[src/rtl/multicycle_control_unit.sv]
// Multicycle control FSM: IDLE/FETCH/DECODE/EXEC/MEM/WB/HALTED sequencing.
// Ports: CLK/nRST, instr/iHit/dHit/Equal in; datapath controls, strobes, status out.
module multicycle_control_unit #(
  parameter int OP_W       = 6,
  parameter int FUNC_W     = 6,
  parameter int ALUOP_W    = 4,
  parameter int WAIT_LIMIT = 255
) (
  input  logic               CLK,
  input  logic               nRST,
  input  logic [31:0]        instr,
  input  logic               iHit,
  input  logic               dHit,
  input  logic               Equal,
  output logic               iMemRe,
  output logic               dMemRe,
  output logic               dMemWr,
  output logic               irWEN,
  output logic               pcWEN,
  output logic               regWEN,
  output logic               PcSrc,
  output logic               JReg,
  output logic               JType,
  output logic               RegDst,
  output logic [ALUOP_W-1:0] AluOp,
  output logic               AluSrc,
  output logic               ExtOp,
  output logic               MemToReg,
  output logic               UpperImm,
  output logic               RegZero,
  output logic               Halt,
  output logic               illegal,
  output logic               memTimeout,
  output logic [2:0]         state
);

  localparam logic [2:0] S_IDLE   = 3'd0;
  localparam logic [2:0] S_FETCH  = 3'd1;
  localparam logic [2:0] S_DECODE = 3'd2;
  localparam logic [2:0] S_EXEC   = 3'd3;
  localparam logic [2:0] S_MEM    = 3'd4;
  localparam logic [2:0] S_WB     = 3'd5;
  localparam logic [2:0] S_HALTED = 3'd6;

  localparam logic [OP_W-1:0] OP_RTYPE = OP_W'('h00);
  localparam logic [OP_W-1:0] OP_J     = OP_W'('h02);
  localparam logic [OP_W-1:0] OP_JAL   = OP_W'('h03);
  localparam logic [OP_W-1:0] OP_BEQ   = OP_W'('h04);
  localparam logic [OP_W-1:0] OP_BNE   = OP_W'('h05);
  localparam logic [OP_W-1:0] OP_ADDI  = OP_W'('h08);
  localparam logic [OP_W-1:0] OP_ADDIU = OP_W'('h09);
  localparam logic [OP_W-1:0] OP_SLTI  = OP_W'('h0a);
  localparam logic [OP_W-1:0] OP_SLTIU = OP_W'('h0b);
  localparam logic [OP_W-1:0] OP_ANDI  = OP_W'('h0c);
  localparam logic [OP_W-1:0] OP_ORI   = OP_W'('h0d);
  localparam logic [OP_W-1:0] OP_XORI  = OP_W'('h0e);
  localparam logic [OP_W-1:0] OP_LUI   = OP_W'('h0f);
  localparam logic [OP_W-1:0] OP_LW    = OP_W'('h23);
  localparam logic [OP_W-1:0] OP_SW    = OP_W'('h2b);
  localparam logic [OP_W-1:0] OP_HALT  = OP_W'('h3f);

  localparam logic [FUNC_W-1:0] FN_SLL  = FUNC_W'('h00);
  localparam logic [FUNC_W-1:0] FN_SRL  = FUNC_W'('h02);
  localparam logic [FUNC_W-1:0] FN_JR   = FUNC_W'('h08);
  localparam logic [FUNC_W-1:0] FN_ADD  = FUNC_W'('h20);
  localparam logic [FUNC_W-1:0] FN_ADDU = FUNC_W'('h21);
  localparam logic [FUNC_W-1:0] FN_SUB  = FUNC_W'('h22);
  localparam logic [FUNC_W-1:0] FN_SUBU = FUNC_W'('h23);
  localparam logic [FUNC_W-1:0] FN_AND  = FUNC_W'('h24);
  localparam logic [FUNC_W-1:0] FN_OR   = FUNC_W'('h25);
  localparam logic [FUNC_W-1:0] FN_XOR  = FUNC_W'('h26);
  localparam logic [FUNC_W-1:0] FN_NOR  = FUNC_W'('h27);
  localparam logic [FUNC_W-1:0] FN_SLT  = FUNC_W'('h2a);
  localparam logic [FUNC_W-1:0] FN_SLTU = FUNC_W'('h2b);

  localparam logic [ALUOP_W-1:0] ALU_SLL  = ALUOP_W'(0);
  localparam logic [ALUOP_W-1:0] ALU_SRL  = ALUOP_W'(1);
  localparam logic [ALUOP_W-1:0] ALU_ADD  = ALUOP_W'(2);
  localparam logic [ALUOP_W-1:0] ALU_SUB  = ALUOP_W'(3);
  localparam logic [ALUOP_W-1:0] ALU_AND  = ALUOP_W'(4);
  localparam logic [ALUOP_W-1:0] ALU_OR   = ALUOP_W'(5);
  localparam logic [ALUOP_W-1:0] ALU_XOR  = ALUOP_W'(6);
  localparam logic [ALUOP_W-1:0] ALU_NOR  = ALUOP_W'(7);
  localparam logic [ALUOP_W-1:0] ALU_SLT  = ALUOP_W'(8);
  localparam logic [ALUOP_W-1:0] ALU_SLTU = ALUOP_W'(9);

  localparam int CW = $clog2(WAIT_LIMIT + 1);
  localparam logic [CW-1:0] LIMIT = CW'(WAIT_LIMIT);

  logic [2:0]         r_state;
  logic [OP_W-1:0]    r_op;
  logic [FUNC_W-1:0]  r_func;
  logic [CW-1:0]      r_cnt;
  logic               r_halt;
  logic               r_illegal;
  logic               r_timeout;

  logic [2:0]         w_next;
  logic [CW-1:0]      w_cnt_nxt;
  logic [CW-1:0]      w_cnt_inc;
  logic               w_at_limit;
  logic               w_set_halt;
  logic               w_set_ill;
  logic               w_set_to;

  logic               w_legal;
  logic [ALUOP_W-1:0] w_aluop;
  logic               w_alusrc;
  logic               w_extop;
  logic               w_upper;
  logic               w_rzero;

  logic w_rtype;
  logic w_jr;
  logic w_j;
  logic w_jal;
  logic w_beq;
  logic w_bne;
  logic w_lw;
  logic w_sw;
  logic w_hlt;
  logic w_alu_en;
  logic w_unused_instr;

  assign w_unused_instr = ^instr[31-OP_W:FUNC_W];

  assign w_rtype = (r_op == OP_RTYPE);
  assign w_jr    = w_rtype && (r_func == FN_JR);
  assign w_j     = (r_op == OP_J);
  assign w_jal   = (r_op == OP_JAL);
  assign w_beq   = (r_op == OP_BEQ);
  assign w_bne   = (r_op == OP_BNE);
  assign w_lw    = (r_op == OP_LW);
  assign w_sw    = (r_op == OP_SW);
  assign w_hlt   = (r_op == OP_HALT);

  // Saturating wait counter; a miss that lands on LIMIT fires the watchdog.
  assign w_cnt_inc  = (r_cnt == LIMIT) ? r_cnt : r_cnt + CW'(1);
  assign w_at_limit = (w_cnt_inc == LIMIT);

  always_comb begin
    w_legal  = 1'b1;
    w_aluop  = ALU_ADD;
    w_alusrc = 1'b0;
    w_extop  = 1'b0;
    w_upper  = 1'b0;
    w_rzero  = 1'b0;
    unique case (r_op)
      OP_RTYPE: begin
        unique case (r_func)
          FN_SLL:  w_aluop = ALU_SLL;
          FN_SRL:  w_aluop = ALU_SRL;
          FN_JR:   w_aluop = ALU_ADD;
          FN_ADD,
          FN_ADDU: w_aluop = ALU_ADD;
          FN_SUB,
          FN_SUBU: w_aluop = ALU_SUB;
          FN_AND:  w_aluop = ALU_AND;
          FN_OR:   w_aluop = ALU_OR;
          FN_XOR:  w_aluop = ALU_XOR;
          FN_NOR:  w_aluop = ALU_NOR;
          FN_SLT:  w_aluop = ALU_SLT;
          FN_SLTU: w_aluop = ALU_SLTU;
          default: w_legal = 1'b0;
        endcase
      end
      OP_J, OP_JAL, OP_HALT: ;
      OP_BEQ, OP_BNE: begin
        w_aluop = ALU_SUB;
        w_extop = 1'b1;
      end
      OP_ADDI, OP_ADDIU: begin
        w_alusrc = 1'b1;
        w_extop  = 1'b1;
      end
      OP_SLTI: begin
        w_aluop  = ALU_SLT;
        w_alusrc = 1'b1;
        w_extop  = 1'b1;
      end
      OP_SLTIU: begin
        w_aluop  = ALU_SLTU;
        w_alusrc = 1'b1;
        w_extop  = 1'b1;
      end
      OP_ANDI: begin
        w_aluop  = ALU_AND;
        w_alusrc = 1'b1;
      end
      OP_ORI: begin
        w_aluop  = ALU_OR;
        w_alusrc = 1'b1;
      end
      OP_XORI: begin
        w_aluop  = ALU_XOR;
        w_alusrc = 1'b1;
      end
      // LUI: rs forced to zero, shifted immediate added.
      OP_LUI: begin
        w_alusrc = 1'b1;
        w_upper  = 1'b1;
        w_rzero  = 1'b1;
      end
      OP_LW, OP_SW: begin
        w_alusrc = 1'b1;
        w_extop  = 1'b1;
      end
      default: w_legal = 1'b0;
    endcase
  end

  assign w_alu_en = (r_state == S_EXEC) ||
                    (r_state == S_MEM)  ||
                    (r_state == S_WB);

  always_comb begin
    w_next     = r_state;
    w_cnt_nxt  = '0;
    w_set_halt = 1'b0;
    w_set_ill  = 1'b0;
    w_set_to   = 1'b0;
    iMemRe     = 1'b0;
    dMemRe     = 1'b0;
    dMemWr     = 1'b0;
    irWEN      = 1'b0;
    pcWEN      = 1'b0;
    regWEN     = 1'b0;
    PcSrc      = 1'b0;
    JReg       = 1'b0;
    JType      = 1'b0;
    RegDst     = 1'b0;
    MemToReg   = 1'b0;
    unique case (r_state)
      S_IDLE: w_next = S_FETCH;
      S_FETCH: begin
        iMemRe = 1'b1;
        if (iHit) begin
          irWEN  = 1'b1;
          w_next = S_DECODE;
        end else if (w_at_limit) begin
          w_set_to   = 1'b1;
          w_set_halt = 1'b1;
          w_next     = S_HALTED;
        end else begin
          w_cnt_nxt = w_cnt_inc;
        end
      end
      S_DECODE: begin
        if (w_hlt) begin
          w_set_halt = 1'b1;
          w_next     = S_HALTED;
        end else if (!w_legal) begin
          // Retire as a NOP so the PC still advances.
          w_set_ill = 1'b1;
          pcWEN     = 1'b1;
          w_next    = S_FETCH;
        end else begin
          w_next = S_EXEC;
        end
      end
      S_EXEC: begin
        if (w_beq || w_bne) begin
          PcSrc  = w_beq ? Equal : !Equal;
          pcWEN  = 1'b1;
          w_next = S_FETCH;
        end else if (w_j || w_jal) begin
          JType  = 1'b1;
          PcSrc  = 1'b1;
          JReg   = 1'b1;
          pcWEN  = 1'b1;
          regWEN = w_jal;
          w_next = S_FETCH;
        end else if (w_jr) begin
          JReg   = 1'b1;
          pcWEN  = 1'b1;
          w_next = S_FETCH;
        end else if (w_lw || w_sw) begin
          w_next = S_MEM;
        end else begin
          w_next = S_WB;
        end
      end
      S_MEM: begin
        dMemRe = w_lw;
        dMemWr = w_sw;
        if (dHit) begin
          if (w_lw) begin
            w_next = S_WB;
          end else begin
            pcWEN  = 1'b1;
            w_next = S_FETCH;
          end
        end else if (w_at_limit) begin
          w_set_to   = 1'b1;
          w_set_halt = 1'b1;
          w_next     = S_HALTED;
        end else begin
          w_cnt_nxt = w_cnt_inc;
        end
      end
      S_WB: begin
        regWEN   = 1'b1;
        pcWEN    = 1'b1;
        MemToReg = w_lw;
        RegDst   = w_rtype;
        w_next   = S_FETCH;
      end
      S_HALTED: w_next = S_HALTED;
      default:  w_next = S_IDLE;
    endcase
  end

  assign AluOp    = w_alu_en ? w_aluop : '0;
  assign AluSrc   = w_alu_en & w_alusrc;
  assign ExtOp    = w_alu_en & w_extop;
  assign UpperImm = w_alu_en & w_upper;
  assign RegZero  = w_alu_en & w_rzero;

  assign Halt       = r_halt;
  assign illegal    = r_illegal;
  assign memTimeout = r_timeout;
  assign state      = r_state;

  always_ff @(posedge CLK or negedge nRST) begin
    if (!nRST) begin
      r_state   <= S_IDLE;
      r_op      <= '0;
      r_func    <= '0;
      r_cnt     <= '0;
      r_halt    <= 1'b0;
      r_illegal <= 1'b0;
      r_timeout <= 1'b0;
    end else begin
      r_state <= w_next;
      r_cnt   <= w_cnt_nxt;
      if (irWEN) begin
        r_op   <= instr[31 -: OP_W];
        r_func <= instr[FUNC_W-1:0];
      end
      if (w_set_halt) r_halt    <= 1'b1;
      if (w_set_ill)  r_illegal <= 1'b1;
      if (w_set_to)   r_timeout <= 1'b1;
    end
  end

endmodule

[config.mk]
export PLATFORM = sky130hd
export DESIGN_NAME = multicycle_control_unit
export DESIGN_NICKNAME = d
export VERILOG_FILES = /design/src/rtl/multicycle_control_unit.sv
export SDC_FILE = /design/constraint.sdc
export NUM_CORES = 1
export LEC_CHECK = 0
export CAP_MARGIN = 20
export CORE_MARGIN = 3
export CORE_UTILIZATION = 49
export DETAILED_ROUTE_END_ITERATION = 16
export PLACE_DENSITY = 0.84
export SETUP_SLACK_MARGIN = 0.1
export SYNTH_ARGS = -nofsm -noshare
export SYNTH_HDL_FRONTEND = slang
export SYNTH_SLANG_ARGS = --single-unit
[constraint.sdc]
create_clock -name CLK -period 5.1 [get_ports CLK]
set_clock_uncertainty 0.15 [all_clocks]
set_input_delay 1.02 -clock CLK [delete_from_list [all_inputs] [get_ports CLK]]
set_output_delay 1.02 -clock CLK [all_outputs]
set_load 0.05 [all_outputs]
==> flow_summary_export.csv <==
group,metric,value,unit
outcome,status,"finished, final reports clean",
clock_network,clk_pin_slew,0.09,ns
die,initial_utilization,52.3,%
die,die_height,66.6,um
sta,fmax,239,MHz
critical_path,required,3.93,ns
yosys,ys_seq_elements,26,
critical_path,crit_arrival,3.01,ns
place,pre_cts_ws,1.21,ns
clock_network,cts_setup_buffers,0,
place,gp_congestion,0.903,
sta,maxSlewHeadroom,42.5,%
die,dieArea,0.00443,mm2
die,die_w,66.6,um
grt,grt_first_pass_wirelength,6.51,mm
critical_path,regToRegSetupSlack,2.60,ns
yosys,synthFlopType,"dfrtp_1",
route,drc_errors,0,
power_and_ir_drop,comb_power_share,51.4,%
sta,setup_viol,0,
sta,layout_setup_ws,0.919,ns
sta,finalHoldViolCount,0,
yosys,syn_nets,247,
sta,report.final.slew_viol_count,0,
flow_run,maxCapViolations,0,
route,dr_total_vias,1674,
clock_network,clockBufferDepth,2,
yosys,synthCells,209,
route,wl,3.99,mm
power_and_ir_drop,intPower,0.572,mW
yosys,synth-edff-count,0,
layout,nets,279,
clock_network,hold_buffers,0,
sta,min_period,4.18,ns
yosys,netlist_area,0.00180,mm2
critical_path,crit_type,"reg2out",
hold_path,min_path_type,"reg2reg",
yosys,ys_seq_area_share,36.2,%
power_and_ir_drop,p_clk_share,9.8,%
clock_network,root_buffer,"clkbuf_8",
yosys,yosys_warnings,0,
yosys,yosysUniqueCellTypes,51,
place,place_hpwl,2.96,mm
grt,grtUsageTotal,18.5,%
layout,drive_gt1_share,5.02,%
clock_network,cts_max_level,1,
route,ant_nets,0,
clock_network,cts_tree,"built",
clock_network,cts.sinks,26,
critical_path,crit_fanout,13,
sta,grt_setup_unrepaired,"no",
sta,period_share,82.0,%
grt,globalRouteOverflowTotal,0,
clock_network,cts_buffers,3,
layout,syn2layout_area_growth,25.0,%
route,via_per_inst,5.87,
clock_network,cts-resized-gates,0,
grt,grt_max_degree,27,
die,num_io_pins,62,
sta,worst-slew-pin-transition,0.855,ns
yosys,syn_avg_cell_area,8.61,um2
power_and_ir_drop,power_density,507,mW/mm2
critical_path,start_kind,"flip-flop",
route,drt_iter0_markers,184,
yosys,async_reset_ff_share,100,%
power_and_ir_drop,p_switching,0.568,mW
power_and_ir_drop,swShare,49.8,%
place,io_buffers,41,
route,drt_first_pass_iters,4,
critical_path,crit_path_end_kind,"output port",
power_and_ir_drop,seq_power_share,38.8,%
power_and_ir_drop,ir_drop,0.266,mV
grt,grt_pass1_vias,1408,
sta,fin_tns_setup,0,ns
layout,antenna_cells,0,
die,core-area,0.00344,mm2
clock_network,clock_latency,0.26,ns
grt,antenna_found_initial,0,
die,num_rows,21,
route,post_drt_wl_per_cell,14.0,um
power_and_ir_drop,p_leak,0.833,nW
## power by group through the flow
stage          Combinational [mW]  Clock (mW)  Sequential [mW]
3_5_place_dp                0.586           0            0.442
3_3_place_gp                0.578           0            0.438
5_1_grt                     0.633       0.125            0.464
2_1_floorplan               0.490           0            0.380
6_report                    0.586       0.112            0.442
4_1_cts                     0.588       0.116            0.438
## worst paths after layout
check,end,depth (start not counted),from
max in group asynchronous,r_cnt[2]$_DFF_PN0_,2,nRST
setup / recovery,AluOp[2],5,r_op[3]$_DFFE_PN0P_
setup reg to reg,r_cnt[7]$_DFF_PN0_,6,r_cnt[0]$_DFF_PN0_
hold reg to reg,memTimeout$_DFFE_PN0P_,1,memTimeout$_DFFE_PN0P_
min in group asynchronous,r_cnt[6]$_DFF_PN0_,2,nRST
hold / removal,memTimeout$_DFFE_PN0P_,1,memTimeout$_DFFE_PN0P_
## cell usage after synthesis, types with 2 or more instances
cell type  number  area [um2]
buf_2           8        40.0
or4_4           2        22.5
nor2_1         29         109
a41oi_1         3        26.3
nor4_1          6        37.5
clkbuf_1        7        26.3
o21ai_0         6        30.0
a31oi_1         2        12.5
inv_1           4        15.0
nor3_1          9        45.0
nand2_1        11        41.3
and3_1          2        12.5
o22ai_1         2        12.5
nor2b_1         5        31.3
nand2b_1        5        31.3
or3_1           2        12.5
a21oi_1        11        55.1
mux2i_1         2        20.0
or2_1           2        12.5
nor3b_1         2        15.0
mux2_1         11         124
a211oi_1        3        22.5
o211ai_2        3        37.5
o21ai_1         3        15.0
and2_1          3        18.8
nand4b_1        2        17.5
dfrtp_1        26         651
nand3b_1        2        15.0
and4_1          3        26.3
nor4b_1         3        26.3
o211ai_1        2        15.0
nand3_1         7        35.0
xor2_1          3        26.3
## logic make-up after synthesis
kind of cell               share of synthesized area, %
AOI/OAI and AO/OA                                  18.1
muxes                                              8.00
and+or+nand+nor                                    30.2
adders and majority gates                         0.695
DFF                                                36.2
xor gates and xnor gates                           1.95
buffers and inverters                              4.94
## critical path: stages (launching register included)
cell	delay, ns
dfrtp_1	0.52
or4_4	0.61
or4_4	0.45
o2bb2a_2	0.27
nor2_1	0.09
clkdlybuf4s50_1	0.80
## registers in the layout (all words and copies together), names as in the netlist
name and flops:
Halt 1, illegal 1, memTimeout 1, r_cnt 8, r_func 6, r_op 6, state 3
## per-layer routing
| layer | part of all wire, % | GRT usage (%) | vias up | routed length, um |
|---|---|---|---|---|
| met5 | 0 | 0 | - | 0 |
| met4 | 0 | 4.06 | 0 | 0 |
| met1 | 49 | 27.1 | 779 | 1950 |
| met3 | 5.8 | 2.19 | 0 | 230 |
| li1 | - | - | 833 | - |
| met2 | 45 | 29.2 | 62 | 1810 |
## cell usage in the layout (no fill, tap or decap), types with 2 or more instances in the layout
| cell | synthesis | final |
|---|---|---|
| a31oi_1 | 2 | 2 |
| o211ai_2 | 3 | 3 |
| buf_4 | 1 | 2 |
| nand3b_1 | 2 | 2 |
| a41oi_1 | 3 | 3 |
| nand2b_1 | 5 | 5 |
| or3_1 | 2 | 2 |
| mux2i_1 | 2 | 2 |
| nand4b_1 | 2 | 2 |
| nor3_1 | 9 | 9 |
| and3_1 | 2 | 2 |
| clkdlybuf4s50_1 | 0 | 41 |
| nor4_1 | 6 | 6 |
| nor3b_1 | 2 | 2 |
| clkbuf_8 | 0 | 3 |
| nand3_1 | 7 | 7 |
| a211oi_1 | 3 | 3 |
| nor2b_1 | 5 | 5 |
| and4_1 | 3 | 3 |
| a21oi_1 | 11 | 11 |
| inv_1 | 4 | 4 |
| o21ai_0 | 6 | 6 |
| or2_1 | 2 | 2 |
| dfrtp_1 | 26 | 26 |
| nor2_1 | 29 | 29 |
| nand2_1 | 11 | 11 |
| xor2_1 | 3 | 3 |
| o22ai_1 | 2 | 2 |
| o211ai_1 | 2 | 2 |
| nor4b_1 | 3 | 3 |
| mux2_1 | 11 | 11 |
| or4_4 | 2 | 2 |
| o21ai_1 | 3 | 3 |
| and2_1 | 3 | 3 |
## cell type report
| class | instances | area [um2] |
|---|---|---|
| Fill cell | 306 | 1190 |
| Timing Repair Buffer | 43 | 425 |
| Tap cell | 46 | 57.6 |
| Sequential cell | 26 | 651 |
| Multi-Input combinational cell | 163 | 1060 |
| Clock buffer | 3 | 41.3 |
| Inverter | 4 | 15.0 |
## through the flow
step	utilization [%]	cell area (um2)	std cells	hold WS (ns)	power (mW)
2_1_floorplan	-	1800	209	0.359	0.870
3_3_place_gp	64.2	2210	282	0.289	1.02
3_5_place_dp	64.2	2210	282	0.301	1.03
4_1_cts	65.4	2250	285	0.321	1.14
5_1_grt	65.4	2250	285	0.335	1.22
6_report	65.4	2250	285	0.316	1.14
Power figures use the tool's default switching activity.
